File: config.mk
export PLATFORM = sky130hd
export DESIGN_NAME = pwm_capture_flat
export DESIGN_NICKNAME = d
export VERILOG_FILES = /design/src/rtl/pwm_pkg.sv /design/src/rtl/pwm_capture_if.sv /design/src/rtl/pwmcap_sync_edge.sv /design/src/rtl/pwm_capture.sv /design/src/flat_wrapper.sv
export SDC_FILE = /design/constraint.sdc
export NUM_CORES = 1
export LEC_CHECK = 0
export ABC_AREA = 0
export BUFFER_PORTS_ARGS = -buffer_cell sky130_fd_sc_hd__buf_2
export CAP_MARGIN = 20
export CORE_MARGIN = 1.5
export CORE_UTILIZATION = 45
export DETAILED_ROUTE_END_ITERATION = 8
export PLACE_DENSITY = 0.65
export SLEW_MARGIN = 0
export SYNTH_ARGS = -nofsm -noshare
export SYNTH_HDL_FRONTEND = slang
export SYNTH_HIERARCHICAL = 1
export SYNTH_SLANG_ARGS = --single-unit
File: constraint.sdc
create_clock -name clk_i -period 4.5 [get_ports clk_i]
set_input_delay 0.225 -clock clk_i [delete_from_list [all_inputs] [get_ports clk_i]]
set_output_delay 0.225 -clock clk_i [all_outputs]
set_load 0.03 [all_outputs]
File: src/rtl/pwm_pkg.sv
// pwm_capture shared definitions: register offsets, CTRL/STATUS bit
// indices and the capture state encoding.
package pwm_pkg;

    localparam logic [7:0] ADDR_CTRL   = 8'h00;
    localparam logic [7:0] ADDR_DIV    = 8'h04;
    localparam logic [7:0] ADDR_PERIOD = 8'h08;
    localparam logic [7:0] ADDR_HIGH   = 8'h0C;
    localparam logic [7:0] ADDR_STATUS = 8'h10;

    localparam int CTRL_EN      = 0;
    localparam int CTRL_IRQ_EN  = 1;
    localparam int CTRL_INV     = 2;
    localparam int CTRL_ONESHOT = 3;

    localparam int ST_VALID   = 0;
    localparam int ST_OVERRUN = 1;
    localparam int ST_OVF     = 2;

    typedef enum logic [1:0] {
        IDLE = 2'd0,
        ARM  = 2'd1,
        MEAS = 2'd2
    } cap_state_e;

endpackage

File: src/rtl/pwm_capture_if.sv
// Simple register bus shared with the PWM generator. The master drives the
// strobes, address and write data; the slave returns combinational read data.
interface pwm_capture_if;
    logic        re_i;
    logic        we_i;
    logic [7:0]  addr_i;
    logic [31:0] wdata_i;
    logic [3:0]  be_i;
    logic [31:0] rdata_o;

    modport master (output re_i, we_i, addr_i, wdata_i, be_i, input rdata_o);
    modport slave  (input re_i, we_i, addr_i, wdata_i, be_i, output rdata_o);
endinterface

File: src/rtl/pwmcap_sync_edge.sv
// Input conditioning for pwm_capture: synchroniser, optional 3-sample
// majority filter (PWMCAP_GLITCH_FILTER_EN), polarity inversion and a
// single-flop edge detector producing one-cycle rise/fall pulses.
module pwmcap_sync_edge #(
    parameter int SYNC_STAGES = 2
) (
    input  logic clk_i,
    input  logic rst_ni,
    input  logic pin_i,
    input  logic inv_i,
    output logic rise_o,
    output logic fall_o
);

    logic [SYNC_STAGES-1:0] sync_q;
    logic                   synced;
    logic                   clean;
    logic                   lvl;
    logic                   lvl_q;

    // Metastability chain; the pin is fully asynchronous to clk_i.
    always_ff @(posedge clk_i or negedge rst_ni) begin
        if (!rst_ni) sync_q <= '0;
        else         sync_q <= {sync_q[SYNC_STAGES-2:0], pin_i};
    end

    assign synced = sync_q[SYNC_STAGES-1];

`ifdef PWMCAP_GLITCH_FILTER_EN
    logic [1:0] hist_q;
    logic       filt_q;

    // Majority of the current and two previous samples, registered. A steady
    // change needs two agreeing samples plus the output flop, so both edges
    // are delayed by the same two cycles and single-cycle spikes never win.
    always_ff @(posedge clk_i or negedge rst_ni) begin
        if (!rst_ni) begin
            hist_q <= '0;
            filt_q <= 1'b0;
        end else begin
            hist_q <= {hist_q[0], synced};
            filt_q <= (synced & hist_q[0]) | (synced & hist_q[1]) | (hist_q[0] & hist_q[1]);
        end
    end

    assign clean = filt_q;
`else
    assign clean = synced;
`endif

    assign lvl = clean ^ inv_i;

    // Previous level for edge detection.
    always_ff @(posedge clk_i or negedge rst_ni) begin
        if (!rst_ni) lvl_q <= 1'b0;
        else         lvl_q <= lvl;
    end

    assign rise_o = lvl & ~lvl_q;
    assign fall_o = ~lvl & lvl_q;

endmodule

File: src/rtl/pwm_capture.sv
// PWM input capture: measures period and high time of i_pwm in prescaled
// clock ticks and exposes them on the register bus. Building with
// PWMCAP_GLITCH_FILTER_EN adds a majority filter in the input path.
module pwm_capture
    import pwm_pkg::*;
#(
    parameter int CW          = 16,
    parameter int SYNC_STAGES = 2
) (
    input  logic         clk_i,
    input  logic         rst_ni,
    pwm_capture_if.slave bus,
    input  logic         i_pwm,
    output logic         irq_o
);

    localparam logic [CW-1:0] CNT_MAX = '1;

    logic [3:0]    ctrl_q, ctrl_d;
    logic [CW-1:0] div_q, div_d;
    logic [2:0]    status_q, status_d;
    logic [CW-1:0] period_q, high_q;
    logic [CW-1:0] cnt_q, presc_q, fall_q;
    logic          irq_q;
    cap_state_e    state_q;

    logic wr, en, tick, cnt_sat, rise, fall;
    logic cap_ev, ovf_ev, oneshot_ev;
    logic unused_bits;

    assign wr          = bus.we_i & ~bus.re_i;
    assign en          = ctrl_q[CTRL_EN];
    // >= rather than == so a divisor lowered mid-count still ticks promptly
    // instead of waiting for the prescaler to wrap.
    assign tick        = (presc_q >= div_q);
    assign cnt_sat     = (cnt_q == CNT_MAX);
    assign unused_bits = ^{bus.be_i, bus.wdata_i[31:CW]};

    pwmcap_sync_edge #(.SYNC_STAGES(SYNC_STAGES)) u_sync_edge (
        .clk_i  (clk_i),
        .rst_ni (rst_ni),
        .pin_i  (i_pwm),
        .inv_i  (ctrl_q[CTRL_INV]),
        .rise_o (rise),
        .fall_o (fall)
    );

    // Capture/overflow events seen by both the FSM and the status logic.
    always_comb begin
        cap_ev     = 1'b0;
        ovf_ev     = 1'b0;
        oneshot_ev = 1'b0;
        if (en && state_q == MEAS) begin
            if (rise && !cnt_sat) begin
                cap_ev     = 1'b1;
                oneshot_ev = ctrl_q[CTRL_ONESHOT];
            end
            if (cnt_sat) ovf_ev = 1'b1;
        end
    end

    // Measurement FSM with its counters and the captured results.
    always_ff @(posedge clk_i or negedge rst_ni) begin
        if (!rst_ni) begin
            state_q  <= IDLE;
            cnt_q    <= '0;
            presc_q  <= '0;
            fall_q   <= '0;
            period_q <= '0;
            high_q   <= '0;
        end else if (!en) begin
            // Disabled (including the cycle after software clears EN):
            // any edge now is ignored, results are retained.
            state_q <= IDLE;
            cnt_q   <= '0;
            presc_q <= '0;
            fall_q  <= '0;
        end else begin
            case (state_q)
                IDLE: begin
                    state_q <= ARM;
                    cnt_q   <= '0;
                    presc_q <= '0;
                    fall_q  <= '0;
                end
                ARM: begin
                    // First rising edge only marks the start of a period.
                    if (rise) begin
                        cnt_q   <= {{(CW-1){1'b0}}, 1'b1};
                        presc_q <= '0;
                        fall_q  <= '0;
                        state_q <= MEAS;
                    end
                end
                MEAS: begin
                    if (rise) begin
                        if (cap_ev) begin
                            period_q <= cnt_q;
                            high_q   <= fall_q;
                        end
                        cnt_q   <= {{(CW-1){1'b0}}, 1'b1};
                        presc_q <= '0;
                        fall_q  <= '0;
                        if (oneshot_ev) state_q <= IDLE;
                    end else if (cnt_sat) begin
                        // Period too long or input stuck: rearm without capture.
                        state_q <= ARM;
                        cnt_q   <= '0;
                        presc_q <= '0;
                        fall_q  <= '0;
                    end else begin
                        if (fall) fall_q <= cnt_q;
                        if (tick) begin
                            cnt_q   <= cnt_q + 1'b1;
                            presc_q <= '0;
                        end else begin
                            presc_q <= presc_q + 1'b1;
                        end
                    end
                end
                default: state_q <= IDLE;
            endcase
        end
    end

    // Next-state for software registers; hardware sets win over W1C, while a
    // software CTRL write wins over the one-shot EN clear.
    always_comb begin
        ctrl_d   = ctrl_q;
        div_d    = div_q;
        status_d = status_q;
        if (oneshot_ev) ctrl_d[CTRL_EN] = 1'b0;
        if (wr) begin
            case (bus.addr_i)
                ADDR_CTRL:   ctrl_d   = bus.wdata_i[3:0];
                ADDR_DIV:    div_d    = bus.wdata_i[CW-1:0];
                ADDR_STATUS: status_d = status_q & ~bus.wdata_i[2:0];
                default: ;
            endcase
        end
        if (cap_ev) begin
            status_d[ST_VALID] = 1'b1;
            if (status_q[ST_VALID]) status_d[ST_OVERRUN] = 1'b1;
        end
        if (ovf_ev) status_d[ST_OVF] = 1'b1;
    end

    // Software-visible registers and the level interrupt.
    always_ff @(posedge clk_i or negedge rst_ni) begin
        if (!rst_ni) begin
            ctrl_q   <= '0;
            div_q    <= '0;
            status_q <= '0;
            irq_q    <= 1'b0;
        end else begin
            ctrl_q   <= ctrl_d;
            div_q    <= div_d;
            status_q <= status_d;
            irq_q    <= status_q[ST_VALID] & ctrl_q[CTRL_IRQ_EN];
        end
    end

    assign irq_o = irq_q;

    // Combinational read mux, zero-extended; unmapped offsets read 0.
    always_comb begin
        bus.rdata_o = '0;
        case (bus.addr_i)
            ADDR_CTRL:   bus.rdata_o = {28'd0, ctrl_q};
            ADDR_DIV:    bus.rdata_o = 32'(div_q);
            ADDR_PERIOD: bus.rdata_o = 32'(period_q);
            ADDR_HIGH:   bus.rdata_o = 32'(high_q);
            ADDR_STATUS: bus.rdata_o = {29'd0, status_q};
            default:     bus.rdata_o = '0;
        endcase
    end

endmodule

File: src/flat_wrapper.sv
// flat-port wrapper written by rule: the top's interface ports become plain ports
module pwm_capture_flat import pwm_pkg::*;
#(
    parameter int CW          = 16,
    parameter int SYNC_STAGES = 2
)
  (clk_i, rst_ni, i_pwm, irq_o, bus_re_i, bus_we_i, bus_addr_i, bus_wdata_i, bus_be_i, bus_rdata_o);
  pwm_capture_if bus_i ();
  input  logic clk_i;
  input  logic rst_ni;
  input  logic i_pwm;
  output logic irq_o;
  input wire logic [$bits(bus_i.re_i)-1:0] bus_re_i;
  input wire logic [$bits(bus_i.we_i)-1:0] bus_we_i;
  input wire logic [$bits(bus_i.addr_i)-1:0] bus_addr_i;
  input wire logic [$bits(bus_i.wdata_i)-1:0] bus_wdata_i;
  input wire logic [$bits(bus_i.be_i)-1:0] bus_be_i;
  output wire logic [$bits(bus_i.rdata_o)-1:0] bus_rdata_o;
  assign bus_i.re_i = bus_re_i;
  assign bus_i.we_i = bus_we_i;
  assign bus_i.addr_i = bus_addr_i;
  assign bus_i.wdata_i = bus_wdata_i;
  assign bus_i.be_i = bus_be_i;
  assign bus_rdata_o = bus_i.rdata_o;
  pwm_capture #(.CW(CW), .SYNC_STAGES(SYNC_STAGES)) u_core (.clk_i(clk_i), .rst_ni(rst_ni), .bus(bus_i), .i_pwm(i_pwm), .irq_o(irq_o));
endmodule
==> results of run 1 <==
cell usage after synthesis (2+ instances only):
cell	instances	area share (%)
a22o_1	17	2.6
nand4_1	8	0.86
ha_1	23	5.0
clkbuf_1	10	0.65
o21ai_0	26	2.2
buf_2	8	0.69
o31ai_2	3	0.65
o41ai_1	4	0.60
xnor2_1	2	0.30
and2_1	6	0.65
nor4b_1	2	0.30
nor2b_1	6	0.65
nand2_1	38	2.5
mux2i_1	3	0.52
a221o_1	3	0.52
and4_1	6	0.90
a21oi_1	8	0.69
buf_4	17	2.2
or2_2	2	0.22
nor3_1	4	0.34
inv_1	22	1.4
mux2_2	65	13
or3_1	4	0.43
xor2_1	11	1.7
nor2_1	43	2.8
a21o_1	4	0.52
a31oi_1	4	0.43
dfrtp_1	109	47
clkbuf_2	3	0.26
nand2b_1	5	0.54
and3_1	9	0.97
buf_6	5	0.97
a22oi_1	13	1.7
nand3_1	13	1.1
o21ai_1	4	0.34
o2bb2ai_1	6	0.90
power breakdown:
| part | switching (uW) | internal, uW | total [uW] |
|---|---|---|---|
| clock | 361 | 507 | 868 |
| combinational | 70.6 | 28.1 | 98.7 |
| sequential | 6.06 | 986 | 992 |
worst max-delay path: stages, from the launching register on:
cell     delay (ps)
dfrtp_1         400
xnor2_1         170
nor2_1          590
nor2b_1         150
nor2_1          170
nor2_1          170
a41oi_4         590
nand3_2         410
o41ai_1         440
through the flow:
stage / utilization (%) / instances / hold slack [ps] / total power, uW
3_3_place_gp: 47.9 / 726 / 335 / 1110
4_1_cts: 50.7 / 743 / 34.3 / 1980
2_1_floorplan: - / 550 / -70.6 / 1080
6_report: 50.7 / 743 / -0.840 / 1960
3_5_place_dp: 47.9 / 726 / 341 / 1110
5_1_grt: 50.7 / 743 / 73.8 / 2050
state kept, by name (all words and copies together), names as in the netlist:
name and flops:
u_core/ctrl_q 4, u_core/cnt_q 16, u_core/state_q 2, u_core/irq_o 1, u_core/period_q 16, u_core/u_sync_edge/lvl_q 1
u_core/div_q 16, u_core/presc_q 16, u_core/high_q 16, u_core/fall_q 16, u_core/status_q 3, u_core/u_sync_edge/sync_q 2
cell families (layout without fill, tap and decap cells):
kind of cell	after synthesis	in the layout	share of synthesized area, %
AOI/OAI and AO/OA	102	102	13.3
xor gates and xnor gates	13	13	1.96
adders and majority gates	23	23	4.95
buffers and inverters	66	87	6.25
DFF	109	109	47.0
muxes	68	68	13.1
other	1	16	0.0646
and+or+nand+nor	153	153	13.4
per-layer routing:
| layer | vias up | global-route usage (%) | wire length, um |
|---|---|---|---|
| met3 | 10 | 5.14 | 567 |
| met5 | - | 0 | 0 |
| li1 | 1950 | - | - |
| met2 | 105 | 31.6 | 6040 |
| met4 | 0 | 3.69 | 128 |
| met1 | 2017 | 27.3 | 5790 |
path summary, 6_finish.rpt:
| check | startpoint | endpoint | cells after the start |
|---|---|---|---|
| worst min-delay path | rst_ni | u_core/cnt_q[3] | 1 |
| worst max register to register | u_core/ctrl_q[2] | u_core/cnt_q[13] | 8 |
| worst max-delay path | u_core/ctrl_q[2] | u_core/cnt_q[13] | 8 |
| worst min register to register | u_core/u_sync_edge/sync_q[0] | u_core/u_sync_edge/sync_q[1] | 0 |
| max in group asynchronous | rst_ni | u_core/presc_q[15] | 2 |
| min in group clk_i | bus_wdata_i[6] | u_core/div_q[6] | 2 |
repair_timing:
action,in CTS,in global routing
hold buffers,1,0
hold endpoints to repair,1,0
setup buffers,0,0
resized for setup,0,0
cells in the final DEF, fill, tap and decap left out, types with 5 or more instances in the layout:
master	n
and3_1	9
buf_2	44
a22oi_1	13
o21ai_0	26
nor2_1	43
clkbuf_16	9
inv_1	22
nand4_1	8
xor2_1	11
a21oi_1	8
nand2_1	38
nor2b_1	6
mux2_2	65
nand3_1	13
conb_1	16
and2_1	6
o2bb2ai_1	6
and4_1	6
dfrtp_1	109
a22o_1	17
ha_1	23
nand2b_1	5
cell type report:
type	count	area, um2
Inverter	22	82.6
Sequential cell	109	2730
Fill cell	1154	6230
Timing Repair Buffer	49	260
Multi-Input combinational cell	375	2780
Clock buffer	10	239
Tap cell	172	215
Clock inverter	6	93.8
==> results.sh, run 1 <==
export IMPL_status="complete, but fails checks"
export IMPL_failed_checks="hold timing"
export IMPL_power_leakage_uw=0.00300
export IMPL_ioPinCount=82
export IMPL_worst_slack_ps=1290
export IMPL_postPlaceCellArea_mm2=0.00605
export IMPL_h_tree_depth=3
export IMPL_tightestPinTransition_ps=1110
export IMPL_clk_latency_ps=350
export IMPL_cts_tree="done"
export IMPL_cts_sinks=109
export IMPL_crit_type="reg2reg"
export IMPL_max_slew_margin_rel_pct=25.6
export IMPL_cellPowerDensity_mw_per_mm2=306
export IMPL_finalHoldViolations=4
export IMPL_cap_violations=0
export IMPL_finalWirelength_mm=12.5
export IMPL_grt_max_degree=72
export IMPL_layout_nets=638
export IMPL_core_mm2=0.0126
export IMPL_clk_pin_slew_ps=80
export IMPL_wl_per_cell_um=16.9
export IMPL_gp_congestion=0.828
export IMPL_grt_pass1_vias=4028
export IMPL_async_flop_share_pct=100
export IMPL_grt_total_usage_pct=19.7
export IMPL_drcViolationCount=0
export IMPL_rrSetupSlack_ps=1290
export IMPL_grt_pass1_wl_mm=20.5
export IMPL_yosysWarnings=6
export IMPL_syn_inst=535
export IMPL_initial_core_util_pct=46.0
export IMPL_final_area_mm2=0.00639
export IMPL_slew_viol_final=0
export IMPL_clk_path_buf_depth=2
export IMPL_grt_antenna_before_repair=0
export IMPL_place_ws_ps=1370
export IMPL_clockRootBuffer="clkbuf_16"
export IMPL_yosys_cell_types_count=55
export IMPL_gr_total_overflow=0
export IMPL_avgSynthCellArea_um2=10.9
export IMPL_dr_first_iter_drc_count=253
export IMPL_crit_required_ps=4730
export IMPL_viasPerCell=5.49
export IMPL_fin_setup_tns_ps=0
export IMPL_drt_first_pass_iters=5
export IMPL_timing_final_crit_share_pct=71.3
export IMPL_rows=41
export IMPL_finalCriticalPeriod_ps=3210
export IMPL_rsz0062_at_grt="false"
export IMPL_vias=4082
export IMPL_syn_area_mm2=0.00581
export IMPL_die_w_um=117
export IMPL_skew_ps=11.0
export IMPL_cp_data_arrival_time_ps=3450
export IMPL_timing_hold_ws_ps=-0.840
export IMPL_drive_above_1_share_pct=24.7
export IMPL_drt_antenna_violating_nets=0
export IMPL_cts_buffers=9
export IMPL_io_buffers=45
export IMPL_hpwl_mm=8.84
export IMPL_area_growth_pct=10.1
export IMPL_antenna_cells=0
export IMPL_ys_seq_area_share_pct=47.0
export IMPL_hp_class="in2async"
export IMPL_crit_fanout=18
export IMPL_die_area_mm2=0.0136
export IMPL_fp_dieH_um=117
export IMPL_irDropWorstVdd_v=0.000196
export IMPL_ys_flop_type="dfrtp_1"
export IMPL_start_kind="flop"
export IMPL_setup_violations_final=0
export IMPL_synth_edf_count=0
export IMPL_max_freq_mhz=311
export IMPL_ys_ff_latch=109
export IMPL_setup_worst_path_end_class="flop"
No activity file was read; power rests on OpenSTA's default activity.
==> run 2: changes to the inputs <==
Clock period 4.5 ns to 3.35 ns, I/O delays scaled along.
==> run 2 against run 1 <==
Net effect: worst setup slack worse by 570 ps; sequential share of layout area is 0.48 points lower; sequential power is 34% higher; combinational power is 42% higher; routed wire length is 1.8% lower; clock power is 24% higher; hold slack better by 45 ps; critical path depth stayed put; critical path type unchanged; total power is 30% higher; fmax is 22% higher; flip-flop and latch count stayed put; the run now ends clean.
==> results.sh, run 2 (same netlist as run 1, synthesis figures left out) <==
export IMPL_max_freq_mhz=381
export IMPL_gr_total_overflow=0
export IMPL_drive_above_1_share_pct=25.8
export IMPL_setup_violations_final=0
export IMPL_total_power_uw=2550
export IMPL_core_mm2=0.0126
export IMPL_irDropWorstVdd_v=0.000237
export IMPL_grt_pass1_wl_mm=20.1
export IMPL_clk_path_buf_depth=2
export IMPL_gp_congestion=0.833
export IMPL_initial_core_util_pct=46.0
export IMPL_finalHoldViolations=0
export IMPL_crit_type="reg2reg"
export IMPL_final_cell_mix="dfrtp_1, mux2_2, buf_2"
export IMPL_cts_sinks=109
export IMPL_cap_violations=0
export IMPL_crit_fanout=12
export IMPL_crit_chain="inv_1 > ha_1 > nor2b_1 > o211a_1 > o311ai_1 > a41o_1 > o21ai_0 > o31ai_2"
export IMPL_viasPerCell=5.48
export IMPL_layout_nets=648
export IMPL_wl_per_cell_um=16.3
export IMPL_grt_total_usage_pct=19.4
export IMPL_path_delay_family="compound AO/OA/AOI/OAI gates"
export IMPL_grt_antenna_before_repair=0
export IMPL_drt_antenna_violating_nets=0
export IMPL_fin_setup_tns_ps=0
export IMPL_io_buffers=45
export IMPL_rsz0062_at_grt="false"
export IMPL_slowest_stage="o311ai_1"
export IMPL_max_stage_delay_ps=630
export IMPL_tightestPinTransition_ps=1040
export IMPL_timing_final_crit_share_pct=78.4
export IMPL_cts_resized=0
export IMPL_rows=41
export IMPL_cp_num_buf_inv=1
export IMPL_final_common_cell="dfrtp_1"
export IMPL_cp_data_arrival_time_ps=2880
export IMPL_vias=4126
export IMPL_skew_ps=13.2
export IMPL_antenna_cells=0
export IMPL_clk_latency_ps=350
export IMPL_die_area_mm2=0.0136
export IMPL_dr_first_iter_drc_count=191
export IMPL_cellPowerDensity_mw_per_mm2=395
export IMPL_ioPinCount=82
export IMPL_worst_slack_ps=724
export IMPL_finalCriticalPeriod_ps=2630
export IMPL_hp_class="in2reg"
export IMPL_cts_tree="done"
export IMPL_fp_dieH_um=117
export IMPL_crit_required_ps=3600
export IMPL_status="completed"
export IMPL_power_leakage_uw=0.00304
export IMPL_drt_first_pass_iters=4
export IMPL_finalWirelength_mm=12.3
export IMPL_clk_pin_slew_ps=70
export IMPL_grt_max_degree=84
export IMPL_start_kind="flop"
export IMPL_grt_pass1_vias=3919
export IMPL_drcViolationCount=0
export IMPL_slew_viol_final=0
export IMPL_cts_buffers=9
export IMPL_max_slew_margin_rel_pct=30.1
export IMPL_clockRootBuffer="clkbuf_16"
export IMPL_place_ws_ps=729
export IMPL_area_growth_pct=11.3
export IMPL_die_w_um=117
export IMPL_hpwl_mm=8.80
export IMPL_h_tree_depth=3
export IMPL_setup_worst_path_end_class="flop"
run 2: area by class of cell:
type / count / area, um2
repair buffers: 59 / 358
multi-input cells: 375 / 2780
well taps: 172 / 215
inverters: 22 / 82.6
fillers: 1162 / 6150
clock inverters: 6 / 68.8
clock buffers: 10 / 239
flip-flops and latches: 109 / 2730
run 2: power by group:
part / switching (uW) / total [uW] / internal [uW]
registers: 8.43 / 1330 / 1320
logic: 95.5 / 140 / 44.3
clock network: 476 / 1080 / 605
total: 580 / 2550 / 1970
run 2: metal layers:
metal  up-vias  wire, um  track usage (%)
met5         -         0                0
met4         0       106             4.82
met3         8       717             5.09
met2       120      5940             32.2
met1      2041      5540             25.5
li1       1957         -                -
run 2: worst paths after layout:
kind | startpoint | to | slack, ps | cells past startpoint
setup / recovery | u_core/div_q[1] | u_core/cnt_q[10] | 720 | 8
setup reg to reg | u_core/div_q[1] | u_core/cnt_q[10] | 720 | 8
hold / removal | bus_wdata_i[8] | u_core/div_q[8] | 40 | 2
hold reg to reg | u_core/u_sync_edge/sync_q[0] | u_core/u_sync_edge/sync_q[1] | 360 | 0
max in group asynchronous | rst_ni | u_core/div_q[12] | 2190 | 4
min in group asynchronous | rst_ni | u_core/fall_q[3] | 290 | 2
run 2: repair_timing:
action | 4_1_cts | 5_1_grt
endpoints found under the hold margin | 1 | 26
hold buffers | 1 | 1
buffers inserted | 0 | 0
run 2: per-stage QoR:
stage | cells | utilization, % | hold slack, ps | area [um2]
floorplan | 550 | - | -128 | 5870
global placement | 734 | 48.4 | 277 | 6110
detailed placement | 734 | 48.4 | 279 | 6110
CTS | 751 | 50.9 | 29.1 | 6430
global route | 753 | 51.2 | 38.0 | 6470
finish | 753 | 51.2 | 44.3 | 6470
==> run 3: changes to the inputs <==
Clock period 3.35 ns to 2.5 ns, I/O delays scaled along.
==> run 3 against run 2 <==
Net effect: die area did not move; hold slack got worse by 32 ps; cell area rose by 1.1%; routed wire length rose by 4.4%; critical path depth rose by 2; global-route usage rose by 0.53 points; sequential share of layout area fell by 0.46 points; largest power group unchanged; total power rose by 30%; clock power rose by 24%; final cell count rose by 1.6%.
==> results.sh, run 3 (same netlist as run 1, synthesis figures left out) <==
export IMPL_die_area_mm2=0.0136
export IMPL_regArea_mm2=0.00273
export IMPL_cts_tree="done"
export IMPL_core_mm2=0.0126
export IMPL_antenna_cells=0
export IMPL_grt_antenna_before_repair=0
export IMPL_grt_max_degree=42
export IMPL_clk_latency_ps=350
export IMPL_r2r_end="u_core/cnt_q[9]"
export IMPL_grt_total_usage_pct=19.9
export IMPL_cp_common_cell="buf_4"
export IMPL_path_delay_family="compound AO/OA/AOI/OAI gates"
export IMPL_area_growth_pct=12.5
export IMPL_drcViolationCount=0
export IMPL_max_slew_margin_rel_pct=63.7
export IMPL_start_kind="flop"
export IMPL_max_freq_mhz=431
export IMPL_n_fill_cell=1135
export IMPL_fp_dieH_um=117
export IMPL_drt_first_pass_iters=5
export IMPL_rows=41
export IMPL_finalHoldViolations=0
export IMPL_hpwl_mm=9.14
export IMPL_slew_viol_final=0
export IMPL_crit_fanout=17
export IMPL_setup_violations_final=0
export IMPL_final_common_cell="dfrtp_1"
export IMPL_crit_chain="inv_1 > ha_1 > nand4_1 > nor3_2 > o311ai_1 > buf_4 > a41oi_4 > buf_4 > o21ai_0 > o2bb2ai_1"
export IMPL_cap_violations=0
export IMPL_crit_type="reg2reg"
export IMPL_ff2ff_path_depth=10
export IMPL_layout_nets=660
export IMPL_io_buffers=45
export IMPL_final_cell_mix="dfrtp_1, mux2_2, buf_2"
export IMPL_max_stage_delay_ps=390
export IMPL_viasPerCell=5.50
export IMPL_cellPowerDensity_mw_per_mm2=508
export IMPL_die_w_um=117
export IMPL_cts_buffers=9
export IMPL_rsz0062_at_grt="false"
export IMPL_cp_num_buf_inv=3
export IMPL_crit_required_ps=2740
export IMPL_slowest_stage="dfrtp_1"
export IMPL_holdPathStages=2
export IMPL_rrSetupSlack_ps=180
export IMPL_cp_data_arrival_time_ps=2560
export IMPL_setup_worst_path_end_class="flop"
export IMPL_power_leakage_uw=0.00309
export IMPL_cts_sinks=109
export IMPL_gr_total_overflow=0
export IMPL_utilization_pct=51.8
export IMPL_place_inst=744
export IMPL_clk_pin_slew_ps=70
export IMPL_critPathCapture="u_core/cnt_q[9]"
export IMPL_drt_antenna_violating_nets=0
export IMPL_grt_pass1_vias=4059
export IMPL_cp_num_cells=10
export IMPL_multi_input_area_mm2=0.00280
export IMPL_h_tree_depth=3
export IMPL_skew_ps=11.3
export IMPL_timing_final_crit_share_pct=92.7
export IMPL_ioPinCount=82
export IMPL_grt_pass1_wl_mm=20.5
export IMPL_wl_per_cell_um=16.8
export IMPL_irDropWorstVdd_v=0.000380
export IMPL_initial_core_util_pct=46.0
export IMPL_hp_class="in2reg"
export IMPL_dr_first_iter_drc_count=232
export IMPL_clk_path_buf_depth=2
export IMPL_startpoint="u_core/div_q[14]"
export IMPL_stdcell_count=765
export IMPL_clockRootBuffer="clkbuf_16"
export IMPL_r2r_start="u_core/div_q[14]"
export IMPL_fin_setup_tns_ps=0
export IMPL_status="completed"
export IMPL_gp_congestion=0.833
export IMPL_finalCriticalPeriod_ps=2320
export IMPL_drive_above_1_share_pct=27.3
export IMPL_vias=4208
export IMPL_tightestPinTransition_ps=542
export IMPL_finalWirelength_mm=12.8
[run 3: how the worst min path moves through the flow]
stage	slack (ps)	to	from
after global routing	6	u_core/div_q[11]	bus_wdata_i[11]
after global placement	140	u_core/state_q[0]	rst_ni
final	10	u_core/div_q[4]	bus_wdata_i[4]
after floorplan	-170	u_core/cnt_q[0]	rst_ni
after detailed placement	150	u_core/u_sync_edge/sync_q[0]	rst_ni
after CTS	3	u_core/div_q[11]	bus_wdata_i[11]
[run 3: routing by layer]
metal	vias to the layer above	share of wire [%]	global-route usage, %
met2	110	48	33.3
met5	-	0	0
li1	1992	-	-
met3	12	4.2	3.53
met1	2094	46	26.6
met4	0	1.3	5.94
[run 3: per-stage QoR]
step	power [uW]	setup WS [ps]	hold slack, ps	cell area, um2
final	3320	182	11.9	6540
after detailed placement	2010	74.3	148	6190
after floorplan	1940	209	-171	5870
after global placement	2010	101	143	6190
after CTS	3360	49.8	3.36	6510
after global routing	3450	8.28	6.49	6540
[run 3: report_power, final]
group	switching (uW)	total, uW	internal (uW)
combinational	133	198	65.3
clock	653	1340	684
sequential	10.2	1780	1770
total	796	3320	2520
[run 3: layout make-up]
type | count | area share, %
clock inverters | 6 | 0.670
flip-flops and latches | 109 | 41.7
inverters | 22 | 1.26
clock buffers | 10 | 3.50
repair buffers | 71 | 6.66
well taps | 172 | 3.29
multi-input cells | 375 | 42.9
[run 3: repair_timing]
action,in CTS,in global routing
gates resized for setup,0,5
setup endpoints to repair,0,15
hold endpoints to repair,42,0
hold buffers,5,0
buffers inserted,0,0
[run 3: worst register-to-register path, cell delays in order, from the launching register on]
cell and delay [ps]:
dfrtp_1 390, inv_1 60, ha_1 290, nand4_1 150, nor3_2 210, o311ai_1 130
buf_4 170, a41oi_4 250, buf_4 290, o21ai_0 140, o2bb2ai_1 140
